### src/rtl/mips_defines.sv
// Shared MIPS core widths; the register-file write arbiter and its buffer size themselves from these.
package mips_defines;
  localparam int REG_ADDR_W = 5;
  localparam int DATA_W     = 32;
  localparam logic [REG_ADDR_W-1:0] ZERO_REG = 5'd0;
endpackage

### src/rtl/reg_wport_arb_pkg.sv
// Types local to the register-file write-port arbiter.
package reg_wport_arb_pkg;
  import mips_defines::*;

  typedef struct packed {
    logic [REG_ADDR_W-1:0] addr;
    logic [DATA_W-1:0]     data;
  } wr_t;

  localparam int WAIT_W = 3;
endpackage

### src/rtl/reg_wport_arb_if.sv
// Bus bundle between the pipeline / multicycle units (master) and the write-port arbiter (slave).
interface reg_wport_arb_if;
  import mips_defines::*;

  logic                  wb_we;
  logic [REG_ADDR_W-1:0] wb_waddr;
  logic [DATA_W-1:0]     wb_wdata;
  logic                  md_valid;
  logic                  md_ready;
  logic [REG_ADDR_W-1:0] md_waddr;
  logic [DATA_W-1:0]     md_wdata;
  logic                  we;
  logic [REG_ADDR_W-1:0] waddr;
  logic [DATA_W-1:0]     wdata;
  logic [REG_ADDR_W-1:0] chk_addr1;
  logic [REG_ADDR_W-1:0] chk_addr2;
  logic                  hz1;
  logic                  hz2;
  logic                  stall_req;
  logic [1:0]            buf_count;

  modport master (
    output wb_we, wb_waddr, wb_wdata, md_valid, md_waddr, md_wdata, chk_addr1, chk_addr2,
    input  md_ready, we, waddr, wdata, hz1, hz2, stall_req, buf_count
  );
  modport slave (
    input  wb_we, wb_waddr, wb_wdata, md_valid, md_waddr, md_wdata, chk_addr1, chk_addr2,
    output md_ready, we, waddr, wdata, hz1, hz2, stall_req, buf_count
  );
endinterface

### src/rtl/wport_fifo2.sv
// Two-entry in-order write buffer. Entries stay compacted toward slot 0 (the head),
// so vld is always 00, 01 or 11; squash-by-address can remove either slot.
module wport_fifo2
  import mips_defines::*, reg_wport_arb_pkg::*;
(
  input  logic                        clk,
  input  logic                        rst,
  input  logic                        push,
  input  wr_t                         push_ent,
  input  logic                        pop,
  input  logic                        sq_en,
  input  logic [REG_ADDR_W-1:0]       sq_addr,
  output wr_t                         head,
  output logic [1:0][REG_ADDR_W-1:0]  addrs,
  output logic [1:0]                  vld,
  output logic                        head_sq,
  output logic [1:0]                  count
);
  wr_t [1:0]  ent_q, ent_d;
  logic [1:0] vld_q, vld_d, keep;

  always_comb begin
    for (int i = 0; i < 2; i++)
      keep[i] = vld_q[i] && !(sq_en && ent_q[i].addr == sq_addr);
    keep[0] = keep[0] && !pop;

    ent_d = ent_q;
    vld_d = '0;
    // Survivors slide down so the oldest remaining entry is always in slot 0.
    if (keep[0]) begin
      vld_d = {keep[1], 1'b1};
    end else if (keep[1]) begin
      ent_d[0] = ent_q[1];
      vld_d[0] = 1'b1;
    end

    if (push) begin
      if (!vld_d[0]) begin
        ent_d[0] = push_ent;
        vld_d[0] = 1'b1;
      end else begin
        ent_d[1] = push_ent;
        vld_d[1] = 1'b1;
      end
    end
  end

  always_ff @(posedge clk) begin
    if (rst) vld_q <= '0;
    else     vld_q <= vld_d;
    ent_q <= ent_d;
  end

  assign head    = ent_q[0];
  assign addrs   = {ent_q[1].addr, ent_q[0].addr};
  assign vld     = vld_q;
  assign head_sq = vld_q[0] && sq_en && (ent_q[0].addr == sq_addr);
  assign count   = vld_q[1] ? 2'd2 : {1'b0, vld_q[0]};
endmodule

### src/rtl/reg_wport_arb.sv
// Single register-file write port shared between pipeline writeback (always wins) and
// multicycle units, whose writes wait in a 2-entry buffer with hazard and starvation reporting.
module reg_wport_arb
  import mips_defines::*, reg_wport_arb_pkg::*;
#(
  parameter int STARVE_LIMIT = 4
) (
  input  logic              clk,
  input  logic              rst,
  reg_wport_arb_if.slave    bus
);
  localparam logic [WAIT_W-1:0] LIM = WAIT_W'(STARVE_LIMIT);

  wr_t                        head;
  logic [1:0][REG_ADDR_W-1:0] addrs;
  logic [1:0]                 vld, count;
  logic                       head_sq, wb_wr, pop, push, rdy;
  logic [WAIT_W-1:0]          wait_q;
  logic                       stall_q;

  assign wb_wr = bus.wb_we && (bus.wb_waddr != ZERO_REG);
  assign rdy   = !rst && (count != 2'd2);
  assign pop   = !rst && !wb_wr && (count != 2'd0);
  // An md write racing a wb write to the same register is older, so it is simply dropped.
  assign push  = bus.md_valid && rdy && (bus.md_waddr != ZERO_REG) &&
                 !(wb_wr && bus.md_waddr == bus.wb_waddr);

  wport_fifo2 u_fifo (
    .clk      (clk),
    .rst      (rst),
    .push     (push),
    .push_ent ('{addr: bus.md_waddr, data: bus.md_wdata}),
    .pop      (pop),
    .sq_en    (wb_wr),
    .sq_addr  (bus.wb_waddr),
    .head     (head),
    .addrs    (addrs),
    .vld      (vld),
    .head_sq  (head_sq),
    .count    (count)
  );

  always_comb begin
    bus.we    = 1'b0;
    bus.waddr = ZERO_REG;
    bus.wdata = '0;
    if (!rst && wb_wr) begin
      bus.we    = 1'b1;
      bus.waddr = bus.wb_waddr;
      bus.wdata = bus.wb_wdata;
    end else if (pop) begin
      bus.we    = 1'b1;
      bus.waddr = head.addr;
      bus.wdata = head.data;
    end
  end

  always_comb begin
    bus.hz1 = 1'b0;
    bus.hz2 = 1'b0;
    for (int i = 0; i < 2; i++) begin
      if (vld[i] && addrs[i] == bus.chk_addr1) bus.hz1 = 1'b1;
      if (vld[i] && addrs[i] == bus.chk_addr2) bus.hz2 = 1'b1;
    end
    if (rst || bus.chk_addr1 == ZERO_REG) bus.hz1 = 1'b0;
    if (rst || bus.chk_addr2 == ZERO_REG) bus.hz2 = 1'b0;
  end

  always_ff @(posedge clk) begin
    if (rst) begin
      wait_q  <= '0;
      stall_q <= 1'b0;
    end else begin
      if (count == 2'd0 || pop || head_sq) wait_q <= '0;
      else if (wait_q != '1)               wait_q <= wait_q + 1'b1;

      // An empty buffer has nothing left to drain, so the stall is dropped too.
      if (pop || count == 2'd0)                                 stall_q <= 1'b0;
      else if (wait_q >= LIM || (count == 2'd2 && bus.md_valid)) stall_q <= 1'b1;
    end
  end

  assign bus.md_ready  = rdy;
  assign bus.buf_count = count;
  assign bus.stall_req = stall_q;
endmodule
### src/flat_wrapper.sv
// flat-port wrapper written by rule: the top's interface ports become plain ports
module reg_wport_arb_flat import mips_defines::*, reg_wport_arb_pkg::*;
#(
  parameter int STARVE_LIMIT = 4
)
  (clk, rst, bus_wb_we, bus_wb_waddr, bus_wb_wdata, bus_md_valid, bus_md_waddr, bus_md_wdata, bus_chk_addr1, bus_chk_addr2, bus_md_ready, bus_we, bus_waddr, bus_wdata, bus_hz1, bus_hz2, bus_stall_req, bus_buf_count);
  reg_wport_arb_if bus_i ();
  input  logic clk;
  input  logic rst;
  input wire logic [$bits(bus_i.wb_we)-1:0] bus_wb_we;
  input wire logic [$bits(bus_i.wb_waddr)-1:0] bus_wb_waddr;
  input wire logic [$bits(bus_i.wb_wdata)-1:0] bus_wb_wdata;
  input wire logic [$bits(bus_i.md_valid)-1:0] bus_md_valid;
  input wire logic [$bits(bus_i.md_waddr)-1:0] bus_md_waddr;
  input wire logic [$bits(bus_i.md_wdata)-1:0] bus_md_wdata;
  input wire logic [$bits(bus_i.chk_addr1)-1:0] bus_chk_addr1;
  input wire logic [$bits(bus_i.chk_addr2)-1:0] bus_chk_addr2;
  output wire logic [$bits(bus_i.md_ready)-1:0] bus_md_ready;
  output wire logic [$bits(bus_i.we)-1:0] bus_we;
  output wire logic [$bits(bus_i.waddr)-1:0] bus_waddr;
  output wire logic [$bits(bus_i.wdata)-1:0] bus_wdata;
  output wire logic [$bits(bus_i.hz1)-1:0] bus_hz1;
  output wire logic [$bits(bus_i.hz2)-1:0] bus_hz2;
  output wire logic [$bits(bus_i.stall_req)-1:0] bus_stall_req;
  output wire logic [$bits(bus_i.buf_count)-1:0] bus_buf_count;
  assign bus_i.wb_we = bus_wb_we;
  assign bus_i.wb_waddr = bus_wb_waddr;
  assign bus_i.wb_wdata = bus_wb_wdata;
  assign bus_i.md_valid = bus_md_valid;
  assign bus_i.md_waddr = bus_md_waddr;
  assign bus_i.md_wdata = bus_md_wdata;
  assign bus_i.chk_addr1 = bus_chk_addr1;
  assign bus_i.chk_addr2 = bus_chk_addr2;
  assign bus_md_ready = bus_i.md_ready;
  assign bus_we = bus_i.we;
  assign bus_waddr = bus_i.waddr;
  assign bus_wdata = bus_i.wdata;
  assign bus_hz1 = bus_i.hz1;
  assign bus_hz2 = bus_i.hz2;
  assign bus_stall_req = bus_i.stall_req;
  assign bus_buf_count = bus_i.buf_count;
  reg_wport_arb #(.STARVE_LIMIT(STARVE_LIMIT)) u_core (.clk(clk), .rst(rst), .bus(bus_i));
endmodule
### config.mk
export PLATFORM = sky130hd
export DESIGN_NAME = reg_wport_arb_flat
export DESIGN_NICKNAME = d
export VERILOG_FILES = /design/src/rtl/mips_defines.sv /design/src/rtl/reg_wport_arb_pkg.sv /design/src/rtl/reg_wport_arb_if.sv /design/src/rtl/wport_fifo2.sv /design/src/rtl/reg_wport_arb.sv /design/src/flat_wrapper.sv
export SDC_FILE = /design/constraint.sdc
export NUM_CORES = 1
export LEC_CHECK = 0
export CAP_MARGIN = 20
export CORE_MARGIN = 5
export CORE_UTILIZATION = 47
export CTS_BUF_LIST = sky130_fd_sc_hd__clkbuf_8
export CTS_CLUSTER_SIZE = 25
export DETAILED_ROUTE_END_ITERATION = 7
export PLACE_DENSITY = 0.89
export SLEW_MARGIN = 20
export SYNTH_ARGS = -nofsm -noshare
export SYNTH_HDL_FRONTEND = slang
export SYNTH_SLANG_ARGS = --single-unit
### constraint.sdc
create_clock -name clk -period 5.6 [get_ports clk]
set_input_delay 1.12 -clock clk [delete_from_list [all_inputs] [get_ports clk]]
set_output_delay 1.12 -clock clk [all_outputs]
set_load 0.005 [all_outputs]
# Word-level counts from Yosys, hierarchy flattened
# Index checks and enable logic that the tools add are counted.
word_totals:
  ff_bits: 80
  latchBits: 0
  ramBits: 0
  mem_bits_ro: 0
  inputBits: 88
  output_inout_bits: 44
  wordCells: 82
  n_memories: 0
op_classes:
  n_addsub: 1
  mul: 0
  div: 0
  n_lt_le_gt_ge: 1
  eq_ne: 10
  shifts: 0
  mux: 22
  bitwise_logic: 0
  reduce_logical: 41
ops:
  columns: ["operator", "count"]
  rows:
  - ["37-bit 2-to-1 mux", 4]
  - ["32-bit 2-to-1 mux", 2]
  - ["5-bit == test", 7]
  - ["1-bit logical AND", 21]
  - ["1-bit 2-to-1 mux", 12]
  - ["5-bit zero test", 2]
  - ["5-bit 2-to-1 mux", 2]
  - ["5-bit nonzero test", 2]
  - ["1-bit zero test", 6]
  - ["1-bit logical OR", 5]
  - ["2-bit 2-to-1 mux", 2]
  - ["2-bit OR reduction", 2]
  - ["3-bit by 1-bit adder with 3-bit output, second input constant", 1]
  - ["3-bit greater-or-equal comparator, second input constant", 1]
  - ["3-bit inequality test, second input constant", 1]
  - ["2-bit == test, second input constant", 1]
  - ["2-bit zero test", 1]
  - ["2-bit inequality test, second input constant", 1]
  - ["2-bit AND reduction", 1]
  - ["2-bit nonzero test", 1]

# Logic depth before layout (Yosys ltp)
logic_depth:
  depth_word: 10
  ltp_mapped: 7
  ltp_nobuf: 5

# Hierarchy
# From an unflattened synthesis, not the netlist that was laid out.
hier_totals:
  cells_unflattened: 367
  hier_area_um2: 4125.2
modules_own_cells:
  columns: ["module", "instances", "cells_each", "area_each_um2", "seq_area_each_um2"]
  rows:
  - ["wport_fifo2", 1, 252, 3188.1, 1891.8]
  - ["reg_wport_arb", 1, 115, 937.1, 80.1]

# Worst setup path before layout
# Ideal clock, no wire load.
synth_timing:
  path_kind: "input to register"
  from: "in bus_wb_waddr[1]"
  to: "reg u_core.u_fifo.ent_q, in the netlist u_core.u_fifo.addrs[5], enable pin"
  setup_time_ns: 0.444
  t_arrival_ns: 4.177
  required_ns: 5.156
  path_slack_ns: 0.979
  path_stages: 6
  path_buffers: 1
  cell_sequence: "or4_4 -> o21a_1 -> nand3_1 -> nand3_1 -> buf_2 -> a21oi_1"
synth_via:
  elab_chain_cells: 9
  word_cells_on_any_way: 22
  cone_classes: "3 x eq/ne; 2 x mux; 17 x reduce/logical"
synth_rtl:
  columns: ["item", "line", "text"]
  rows:
  - ["start, declared", "flat_wrapper.sv:11", "input wire logic [$bits(bus_i.wb_waddr)-1:0] bus_wb_waddr;"]
  - ["5-bit nonzero test", "reg_wport_arb.sv:21", "assign wb_wr = bus.wb_we && (bus.wb_waddr != ZERO_REG);"]
  - ["1-bit logical AND", "reg_wport_arb.sv:21", null]
  - ["1-bit zero test", "reg_wport_arb.sv:23", "assign pop = !rst && !wb_wr && (count != 2'd0);"]
  - ["1-bit logical AND (2 in a row)", "reg_wport_arb.sv:23", null]
  - ["1-bit zero test", "wport_fifo2.sv:25", "keep[0] = keep[0] && !pop;"]
  - ["1-bit logical AND", "wport_fifo2.sv:25", null]
  - ["1-bit 2-to-1 mux", "wport_fifo2.sv:30", "if (keep[0]) begin"]
  - ["2-bit AND reduction (no line) *", null, null]
  - ["end signal, assigned", "wport_fifo2.sv:51", "ent_q <= ent_d;"]
  - ["end, declared", "wport_fifo2.sv:19", "wr_t [1:0] ent_q, ent_d;"]
# Mark *: on every way between the ends. The rest lies on a longest branch, timed or not.
# A chain may end at the register's enable or synchronous reset.

# Worst setup path after layout
layout_timing:
  from: "in bus_wb_waddr[3]"
  to: "out bus_wdata[21]"
layout_via:
  elab_chain_cells: 7
  word_cells_on_any_way: 8
  cone_classes: "2 x mux; 6 x reduce/logical"
layout_rtl:
  columns: ["item", "line", "text"]
  rows:
  - ["5-bit nonzero test *", "reg_wport_arb.sv:21", null]
  - ["1-bit logical AND *", "reg_wport_arb.sv:21", null]
  - ["1-bit zero test", "reg_wport_arb.sv:23", null]
  - ["1-bit logical AND (2 in a row)", "reg_wport_arb.sv:23", null]
  - ["32-bit 2-to-1 mux", "reg_wport_arb.sv:51", "end else if (pop) begin"]
  - ["32-bit 2-to-1 mux *", "reg_wport_arb.sv:47", "if (!rst && wb_wr) begin"]
  - ["end, declared", "flat_wrapper.sv:21", "output wire logic [$bits(bus_i.wdata)-1:0] bus_wdata;"]
# Marks and branches as above.

==> key figures <==
Power and ir drop
  • VDD IR-drop max: 0.227 mV
  • Power Density: 260 mW/mm²
  • Total power: 1420 µW
  • Lkg Pwr: 0.00191 µW

GRT
  • Initial antenna violation count: 0
  • GRT Resource Usage Total: 21.2%
  • Vias in the first global route: 3,456
  • Global-route wire length before repair: 17,300 µm
  • Largest net degree at the start of global routing: 42
  • GRT Residual Overflow: 0

Place
  • Port buffer count: 131
  • Routability congestion estimate: 0.976
  • Post-Place Worst Slack: 809 ps
  • Post-DP HPWL: 7610 µm
  • Placed cell count: 523

Logic synthesis
  • Post-Syn Area: 0.00388 mm²
  • Cells after synthesis: 312
  • Post-synth EDFFs: 37
  • Async set-reset flop share out of synthesis: 0%
  • Syn_area_per_cell: 12.4 µm²
  • Sequential element share of the synthesized area: 50.9%
  • Ys Warns: 0
  • Seq cells post-synth: 80
  • Net Count, Synth: 403
  • Synth cell types: 38
  • Primary FF master, synth: dfxtp_1

Clocking
  • # clock sinks: 80
  • Post-CTS sizing: 0
  • Setup Buffers After CTS: 0
  • Clock latency on the worst-skew pair: 330 ps
  • Htree depth: 3
  • Hold buffers post-CTS: 0
  • Total CTS buffers: 9
  • CTS tree: built
  • Reg clk slew, reported paths: 80 ps
  • Root buffer cell: clkbuf_8
  • Clock tree buffer depth: 2

Status
  • Status: complete, no violations

Timing
  • Worst-margin pin slew: 1010 ps
  • Post-route minimum period: 4820 ps
  • Setup ws final: 783 ps
  • Worst clock skew: 12.3 ps
  • TNS Setup: 0 ps
  • Slew Limit Fails: 0
  • RSZ-0062 raised after global routing: no
  • Endpoints failing hold: 0
  • Tcrit/Tclk final: 86.0%
  • Slew headroom: 32.9%
  • Max frequency: 208 MHz
  • Final setup fails: 0
  • Worst hold margin: 498 ps

Floorplanning
  • Die footprint: 0.0102 mm²
  • Rows: 33
  • Die width: 101 µm
  • Core area: 0.00813 mm²
  • Die Height: 101 µm
  • Initial Util: 47.7%
  • I/O pin total: 132

Route
  • DR pass1 iterations: 4
  • Routed Wire Length: 10,700 µm
  • Post-route ant nets: 0
  • Routed WL per cell: 19.8 µm
  • Via count: 3,182
  • Remaining routing DRC violations: 0
  • Vias per cell: 5.89
  • DR iter-0 viols: 169

Worst setup path
  • CP startpoint kind: input pin
  • CP Data Required Time: 4480 ps
  • Crit path max-delay cell type: clkdlybuf4s50_1
  • Critical path's largest stage delay: 560 ps
  • Crit Path Class: input pin to output pin
  • Worst EP arrival: 3700 ps
  • Most common cell on crit path: clkdlybuf4s50_1
  • CP delay by family, top: buffers and inverters
  • Max FO, Critical Path: 23
  • Crit path buffers/inverters: 3
  • Critical path capture point type: output pin
  • Critical-path cell list: clkdlybuf4s50_1 > or4_4 > o21a_1 > nor3_4 > buf_4 > a22o_1 > clkdlybuf4s50_1

Job
  • Max-cap violations: 0

Finish
  • P&R area growth vs syn: 40.7%
  • Commonest cells after routing, fill and taps aside: clkdlybuf4s50_1, dfxtp_1, o22ai_1
  • Most common cell after layout, fill and taps aside: clkdlybuf4s50_1
  • Antenna cell count: 0
  • Nets: 521
  • Post-route insts no fill: 540
  • Share of cells above drive strength 1: 13.8%

Worst hold path
  • Worst Hold Class: flip-flop to flip-flop
worst paths after layout:
kind / endpoint / startpoint / depth (start not counted) / slack [ps]
setup / recovery: bus_wdata[21] / bus_wb_waddr[3] / 7 / 780
hold / removal: u_core.u_fifo.head[2]$_DFF_P_ / u_core.u_fifo.head[2]$_DFF_P_ / 1 / 500
setup reg to reg: u_core.u_fifo.addrs[4]$_DFF_P_ / u_core.u_fifo.vld[1]$_SDFF_PP0_ / 6 / 2850
hold reg to reg: u_core.u_fifo.head[2]$_DFF_P_ / u_core.u_fifo.head[2]$_DFF_P_ / 1 / 500
layout make-up:
cell class                      instances  area, µm²
Fill cell                             624       2680
Tap cell                              105        131
Multi-Input combinational cell        199       1790
Sequential cell                        80       1970
Timing Repair Buffer                  138       1380
Inverter                                2       7.51
Clock inverter                          6       35.0
Clock buffer                           10        138
report_power, final:
group	internal [µW]	switching [µW]	total [µW]
Sequential	673	57.2	730
Combinational	203	114	317
Clock	171	198	370
Total	1050	369	1420
stage by stage:
stage | util, % | cell area [µm²]
finish | 67.0 | 5450
global route | 67.0 | 5450
CTS | 66.9 | 5440
detailed placement | 64.8 | 5270
global placement | 64.8 | 5270
floorplan | - | 3880
cells in the mapped netlist (all sizes together), types with 3 or more instances:
| master | n | area share (%) |
|---|---|---|
| edfxtp | 37 | 29 |
| clkbuf | 18 | 1.7 |
| nor4 | 4 | 0.65 |
| xnor2 | 7 | 1.6 |
| a22o | 37 | 8.4 |
| nand3 | 8 | 1.0 |
| dfxtp | 43 | 22 |
| nor2 | 10 | 0.97 |
| xor2 | 29 | 6.6 |
| nor3 | 5 | 0.77 |
| buf | 13 | 2.1 |
| o22ai | 38 | 6.1 |
| a2bb2oi | 36 | 13 |
| ha | 3 | 0.97 |
sequential cells by signal (all words and copies together) (netlist names):
name	cells
u_core.bus.stall_req	1
u_core.u_fifo.addrs	10
u_core.u_fifo.ent_q	32
u_core.u_fifo.head	32
u_core.u_fifo.vld	2
u_core.wait_q	3
kinds of logic after synthesis:
family,share of synthesized area [%]
fa+ha+maj,0.968
mux,0.516
flops,50.9
xor+xnor,8.13
buf+inv,4.03
compound gates,31.0
simple gates,4.52
metal layers:
layer	global-route usage [%]	wire length [µm]	part of all wire, %	vias up
met5	0	0	0	-
met4	7.46	204	1.9	0
met2	36.2	5270	49	132
met3	4.57	793	7.4	21
li1	-	-	-	1480
met1	26.5	4430	41	1549
(Power assumes the default switching activity.)
